$ cat src/rtl/fetch_pkg.sv
// Shared types and MIPS control-transfer encodings for the instruction-fetch stage.
package fetch_pkg;

  typedef enum logic {FETCH, DROP} fetch_state_t;

  localparam logic [31:0] RESET_PC_DEFAULT = 32'h0000_0000;

  localparam logic [5:0] OP_SPECIAL = 6'b000000;
  localparam logic [5:0] OP_REGIMM  = 6'b000001;
  localparam logic [5:0] OP_J       = 6'b000010;
  localparam logic [5:0] OP_JAL     = 6'b000011;
  localparam logic [5:0] OP_BEQ     = 6'b000100;
  localparam logic [5:0] OP_BNE     = 6'b000101;
  localparam logic [5:0] OP_BLEZ    = 6'b000110;
  localparam logic [5:0] OP_BGTZ    = 6'b000111;
  localparam logic [5:0] FN_JR      = 6'b001000;
  localparam logic [5:0] FN_JALR    = 6'b001001;

endpackage

$ cat src/rtl/branch_predecode.sv
// Combinational predecode: flags any MIPS branch, jump or register jump.
module branch_predecode
  import fetch_pkg::*;
(
  input  logic [31:0] instr,
  output logic        isBranch
);

  logic [5:0] opcode;
  logic [5:0] funct;

  assign opcode = instr[31:26];
  assign funct  = instr[5:0];

  always_comb begin
    isBranch = 1'b0;
    case (opcode)
      OP_REGIMM, OP_J, OP_JAL, OP_BEQ, OP_BNE, OP_BLEZ, OP_BGTZ: isBranch = 1'b1;
      OP_SPECIAL: isBranch = (funct == FN_JR) || (funct == FN_JALR);
      default:    isBranch = 1'b0;
    endcase
  end

endmodule

$ cat src/rtl/fetch_stage.sv
// MIPS instruction-fetch stage: PC, I-cache request, one-entry output buffer.
// Optional perf counters (missCycles, fetchCount) under FETCH_PERF_CNT_EN.
module fetch_stage
  import fetch_pkg::*;
#(
  parameter logic [31:0] RESET_PC = RESET_PC_DEFAULT
) (
  input  logic        clk,
  input  logic        reset,
  input  logic        en,
  input  logic        Dhit,
  input  logic        redirect,
  input  logic [31:0] redirectPC,
  output logic        icacheReq,
  output logic [31:0] icacheAddr,
  input  logic [31:0] icacheInstr,
  input  logic        Ihit,
  output logic        validOut,
  output logic [31:0] PCOut,
  output logic [31:0] instrOut,
  output logic [31:0] PCPlus4Out,
  output logic        BranchOut
`ifdef FETCH_PERF_CNT_EN
  ,
  output logic [31:0] missCycles,
  output logic [31:0] fetchCount
`endif
);

  fetch_state_t state, state_next;
  logic [31:0]  pc;
  logic [31:0]  drop_pc;
  logic [31:0]  pc_plus4;
  logic         advance;
  logic         capture;
  logic         fetched_branch;
  logic         unused_redirect_lsbs;

  assign unused_redirect_lsbs = ^redirectPC[1:0];

  branch_predecode u_predecode (
    .instr    (icacheInstr),
    .isBranch (fetched_branch)
  );

  assign pc_plus4   = pc + 32'd4;
  assign advance    = en & Dhit;
  assign capture    = (state == FETCH) & Ihit & ~redirect & (~validOut | advance);
  assign icacheReq  = ~reset;
  assign icacheAddr = (state == DROP) ? drop_pc : pc;

  // A miss caught by a redirect must still be allowed to finish at its old address.
  always_comb begin
    state_next = state;
    case (state)
      FETCH: if (redirect && !Ihit) state_next = DROP;
      DROP:  if (!redirect && Ihit) state_next = FETCH;
      default: state_next = FETCH;
    endcase
  end

  always_ff @(posedge clk) begin
    if (reset) begin
      state      <= FETCH;
      pc         <= RESET_PC;
      drop_pc    <= 32'd0;
      validOut   <= 1'b0;
      PCOut      <= 32'd0;
      instrOut   <= 32'd0;
      PCPlus4Out <= 32'd0;
      BranchOut  <= 1'b0;
    end else begin
      state <= state_next;
      if (redirect) begin
        pc         <= {redirectPC[31:2], 2'b00};
        validOut   <= 1'b0;
        PCOut      <= 32'd0;
        instrOut   <= 32'd0;
        PCPlus4Out <= 32'd0;
        BranchOut  <= 1'b0;
        if (state == FETCH && !Ihit) drop_pc <= pc;
      end else if (capture) begin
        pc         <= pc_plus4;
        validOut   <= 1'b1;
        PCOut      <= pc;
        instrOut   <= icacheInstr;
        PCPlus4Out <= pc_plus4;
        BranchOut  <= fetched_branch;
      end else if (advance && validOut) begin
        validOut  <= 1'b0;
        instrOut  <= 32'd0;
        BranchOut <= 1'b0;
      end
    end
  end

`ifdef FETCH_PERF_CNT_EN
  always_ff @(posedge clk) begin
    if (reset) begin
      missCycles <= 32'd0;
      fetchCount <= 32'd0;
    end else begin
      if (icacheReq && !Ihit && missCycles != 32'hFFFF_FFFF) missCycles <= missCycles + 32'd1;
      if (capture && fetchCount != 32'hFFFF_FFFF) fetchCount <= fetchCount + 32'd1;
    end
  end
`endif

endmodule

$ cat config.mk
export PLATFORM = sky130hd
export DESIGN_NAME = fetch_stage
export DESIGN_NICKNAME = d
export VERILOG_FILES = /design/src/rtl/fetch_pkg.sv /design/src/rtl/branch_predecode.sv /design/src/rtl/fetch_stage.sv
export SDC_FILE = /design/constraint.sdc
export NUM_CORES = 1
export LEC_CHECK = 0
export ABC_AREA = 1
export CORE_MARGIN = 4
export CORE_UTILIZATION = 30
export DETAILED_ROUTE_END_ITERATION = 10
export GPL_ROUTABILITY_DRIVEN = 1
export HOLD_SLACK_MARGIN = 0.08
export SKIP_CTS_REPAIR_TIMING = 1
export SYNTH_ARGS = -nofsm -noshare
export SYNTH_HDL_FRONTEND = slang
export SYNTH_HIERARCHICAL = 1
export SYNTH_SLANG_ARGS = --single-unit
$ cat constraint.sdc
create_clock -name clk -period 1.8 [get_ports clk]
set_input_delay 0.45 -clock clk [delete_from_list [all_inputs] [get_ports clk]]
set_output_delay 0.45 -clock clk [all_outputs]
set_load 0.005 [all_outputs]
# --- Yosys cells after proc, flatten, opt, wreduce, memory -nomap -nowiden ---
# Cells that the tools add are included.
totals:
  ff_bits: 163
  latchBits: 0
  ramBits: 0
  rom_bits: 0
  inputBits: 70
  out_inout_bits: 131
  wordCells: 53
  n_memories: 0
op_classes:
  add_sub_neg: 1
  multipliers: 0
  div_mod_pow: 0
  order_cmp: 0
  eq_ne: 9
  shifts: 0
  mux: 12
  bitwise_logic: 9
  n_reduce_logical: 13
ops:
  columns: ["cell", "n"]
  rows:
  - ["$mux W32", 5]
  - ["$add A32 B3 Y32 const B", 1]
  - ["$eq A6 B3 Y1 const B", 4]
  - ["$eq A6 B2 Y1 const B", 2]
  - ["$eq A6 B4 Y1 const B", 2]
  - ["$reduce_or A7 Y1", 1]
  - ["$eq A6 B1 Y1 const B", 1]
  - ["$logic_not A6 Y1", 1]
  - ["$mux W1", 5]
  - ["$and A1 B1 Y1", 4]
  - ["$logic_and A1 B1 Y1", 4]
  - ["$not A1 Y1", 4]
  - ["$pmux W1 S2", 2]
  - ["$reduce_bool A2 Y1", 2]
  - ["$logic_not A1 Y1", 2]
  - ["$reduce_and A2 Y1", 1]
  - ["$reduce_or A2 Y1", 1]
  - ["$logic_or A1 B1 Y1", 1]
  - ["$or A1 B1 Y1", 1]

# --- Depth between registers and ports, before layout ---
logic_depth:
  word_depth: 6
  ltp_mapped: 11

# --- By module ---
# The synthesis kept the hierarchy.
by_module_without_submodules:
  columns: ["mod", "instances", "cells_each", "area_each_um2", "seq_area_each_um2"]
  rows:
  - ["fetch_stage", 1, 963, 6607.6, 3103.0]
  - ["branch_predecode", 1, 11, 46.3, 0.0]

# --- Worst setup path before layout ---
# OpenSTA, ideal clock, no wires.
synth_path:
  path_type: "input port to flip-flop"
  startpoint: "input port redirect"
  endpoint: "register PCPlus4Out[18]"
  arrival_ns: 1.394
  required_time_ns: 1.684
  setup_slack_ns: 0.290
  stages: 11
  path_cell_list: "buf_4 > inv_2 > nand3_2 > inv_2 > nand2_4 > nand2_2 > nor2_4 > buf_4 > buf_6 > nand2_1 > nand2_1"
synth_via:
  elab_chain_cells: 3
  word_cells_on_any_way: 4
  classes_between: "bitwise (3); reduce/logical (1)"
synth_rtl:
  columns: ["item", "line_no", "source"]
  rows:
  - ["start, declared", "fetch_stage.sv:12", "input logic redirect,"]
  - ["$not A1 Y1", "fetch_stage.sv:48", "assign capture = (state == FETCH) & Ihit & ~redirect & (~validOut | advance);"]
  - ["$and A1 B1 Y1 (2 in series)", "fetch_stage.sv:48", null]
  - ["end signal, assigned", "fetch_stage.sv:87", "PCPlus4Out <= pc_plus4;"]
  - ["end, declared", "fetch_stage.sv:21", "output logic [31:0] PCPlus4Out,"]
# Parallel ways exist; a longest one is shown, timed or not.
# A chain may end at the register's enable or synchronous reset.

# --- Final worst setup path ---
layout_path:
  startpoint: "register state"
  endpoint: "output port icacheAddr[29]"
layout_via:
  elab_chain_cells: 1
layout_rtl:
  columns: ["item", "line_no", "source"]
  rows:
  - ["start, declared", "fetch_stage.sv:30", "fetch_state_t state, state_next;"]
  - ["start signal, assigned", "fetch_stage.sv:73", "state <= state_next;"]
  - ["$mux W32", "fetch_stage.sv:50", "assign icacheAddr = (state == DROP) ? drop_pc : pc;"]
  - ["end, declared", "fetch_stage.sv:15", "output logic [31:0] icacheAddr,"]
# Every way passes these cells.

==> flow_metrics.py <==
metrics = {
    "outcome": {
        "status": "finished, violations left",
        "failed_checks": "setup timing",
    },
    "floorplan": {
        "die_h_um": 157,
        "rows": 54,
        "coreArea_um2": 21800,
        "start_util": 0.305,
        "pin_count": 201,
        "fp.dieW_um": 157,
        "dieArea_um2": 24600,
    },
    "routing": {
        "ant_nets": 0,
        "drtPass1Iterations": 5,
        "wl_met2_um": 11900,
        "drt-initial-drc-count": 595,
        "dr.max_layer_used": "met4",
        "drc": 0,
        "vias_per_cell": 4.73,
        "wirelength_um": 24000,
        "met3_length_um": 1380,
        "num_vias": 7209,
        "drt-met1-wl_um": 10500,
        "wire_per_inst_um": 15.8,
    },
    "synth": {
        "ys_ff_latch": 155,
        "avgSynthCellArea_um2": 6.83,
        "synthesis.area_um2": 6650,
        "syn_inst": 974,
        "synthTopCellsByCount": "nand2_1, dfxtp_1, nand3_1",
        "synth.area.top_cells": "dfxtp_1, nand2_1, nand3_1, o21ai_0, inv_1",
        "yosysUniqueCellTypes": 28,
        "yosysMostFrequentCell": "nand2_1",
        "ys.flop_type": "dfxtp_1",
        "synth-seq-area-share": 0.466,
        "yosys.area.top_type_share": 0.466,
        "synth_area_leader_cell": "dfxtp_1",
        "ys_warn_count": 6,
        "synth-edff-count": 0,
        "postSynth.asyncResetShare": 0,
    },
    "clocking": {
        "cts_max_level": 4,
        "cts_buffer_depth": 2,
        "clock_sinks": 155,
        "root_buffer": "clkbuf_16",
        "cts.clk_slew.worst_paths_ns": 0.06,
        "clock_latency_ns": 0.43,
        "cts_tree": "yes",
        "cts_buffers": 17,
    },
    "flow_run": {
        "max-cap-violations": 0,
    },
    "global_routing": {
        "grt_pass1_wl_um": 35700,
        "overflow": 0,
        "grt_max_degree": 35,
        "grt_pass1_vias": 6692,
        "grt_usage": 0.185,
        "antenna_found_initial": 0,
    },
    "sta": {
        "drv_slew": 0,
        "finalSetupViolations": 22,
        "fin_crit_sh": 1.11,
        "grt_setup_unrepaired": "yes",
        "fin_skew_ns": 0.0143,
        "whs_ns": 0.451,
        "timing.final.ws_setup_ns": -0.197,
        "fin_setup_tns_ns": -2.36,
        "clock.fmax_ghz": 0.501,
        "period_minus_slack_ns": 2.00,
        "finalHoldViolCount": 0,
    },
    "cells_and_area": {
        "fillers": 2191,
        "fin_nets": 1303,
        "diodes": 0,
        "drive_above_1_share": 0.176,
        "fin_cells": 1525,
        "multi_input_area_um2": 3310,
        "area_growth_pct": 57.5,
        "final_core_util": 0.480,
        "final_area_um2": 10500,
        "seq_area_um2": 3110,
    },
    "setup_path": {
        "crit_type": "flop to output pin",
        "crit_required_ns": 1.35,
        "critPathSlowestCell": "dfxtp_4",
        "path_cells": "buf_6, clkbuf_16, buf_6, o21ai_4, buf_6, buf_6",
        "cp-start-kind": "flop",
        "worstPathArrival_ns": 1.55,
        "crit_path_end_kind": "output pin",
        "cpMostUsedCell": "buf_6",
        "worst_path_largest_cell_delay_ns": 0.38,
        "worstPathMaxFanout": 5,
    },
    "place": {
        "placedCellCount": 1478,
        "io_buffers": 192,
        "routabilityCongestion": 0.913,
        "place_area_um2": 9410,
        "dp.final_hpwl_um": 16800,
    },
    "pwr": {
        "power_leakage_nw": 4.75,
        "ir_drop_mv": 0.563,
        "power.density_nw_per_um2": 803,
    },
    "min_path": {
        "hold_class": "flop to flop",
    },
}
## cell families after synthesis
group	after synthesis	synth area share
compound gates	142	0.109
flops	155	0.466
xor+xnor	1	0.00132
other cells	1	0.000564
buf+inv	119	0.0807
simple gates	555	0.340
fa+ha+maj	1	0.00188
## path summary, 6_finish.rpt
path / from / depth (start not counted) / slack (ns) / to
worst max-delay path: state$_SDFF_PP0_ / 6 / -0.20 / icacheAddr[29]
worst min-delay path: PCPlus4Out[28]$_SDFFE_PP0P_ / 2 / 0.45 / PCPlus4Out[28]$_SDFFE_PP0P_
worst min register to register: PCPlus4Out[28]$_SDFFE_PP0P_ / 2 / 0.45 / PCPlus4Out[28]$_SDFFE_PP0P_
worst max register to register: pc[2]$_SDFFE_PP0P_ / 9 / 0.05 / PCPlus4Out[18]$_SDFFE_PP0P_
## sequential cells by signal (all words and copies together), names as in the netlist
signal	flops
PCOut	30
pc	30
drop_pc	30
PCPlus4Out	30
BranchOut	1
instrOut	32
validOut	1
state	1
## report_power, final
part / leakage (nW) / total (mW) / internal (mW) / switching, mW
sequential: 1.26 / 3.58 / 3.52 / 0.0585
clock: 0.288 / 3.70 / 2.20 / 1.51
combinational: 3.20 / 1.13 / 0.554 / 0.574
## layer usage
layer	GRT usage	vias to the layer above
li1	-	3621
met1	0.242	3330
met2	0.312	233
met3	0.0360	25
met4	0.0525	0
met5	0	-
## stage by stage
| step | total power [mW] | setup WS, ns |
|---|---|---|
| after floorplan | 4.06 | 0.290 |
| after global placement | 4.65 | -0.316 |
| after detailed placement | 4.66 | -0.377 |
| after CTS | 8.37 | -0.594 |
| after global routing | 8.74 | -0.247 |
| final | 8.41 | -0.197 |
## cell type report
type                            count  share of cell area
Inverter                           62              0.0222
Multi-Input combinational cell    705               0.316
Sequential cell                   155               0.297
Clock buffer                       19              0.0413
Clock inverter                     13              0.0160
Timing Repair Buffer              291               0.274
Tap cell                          280              0.0334
## worst max-delay path, delay by kind of cell, from the launching register on
kind | cells | cell delay, ns
buffers and inverters | 5 | 0.60
DFF | 1 | 0.38
AOI/OAI and AO/OA | 1 | 0.14
## cell usage in the layout (no fill, tap or decap), types with 2 or more instances in the layout
cell type and instances:
buf_2 14, o21ai_0 40, nor2_2 11, buf_4 68
o21ai_4 15, dfxtp_1 151, nand2_1 381, o21ai_2 6
o21ai_1 35, conb_1 6, clkinv_2 2, clkbuf_1 2
buf_6 15, inv_6 3, clkbuf_2 9, nand3_1 98
clkinv_4 3, clkbuf_16 21, clkdlybuf4s50_1 155, bufinv_16 3
buf_12 13, a21oi_1 41, dfxtp_2 3, o211ai_1 3
dlymetal6s2s_1 12, inv_2 5, inv_1 57, clkinvlp_4 2
nand4_1 2, nand2_2 12, nor2_1 40, nand2_4 7
Note: power is estimated with default switching activity, not from simulation.
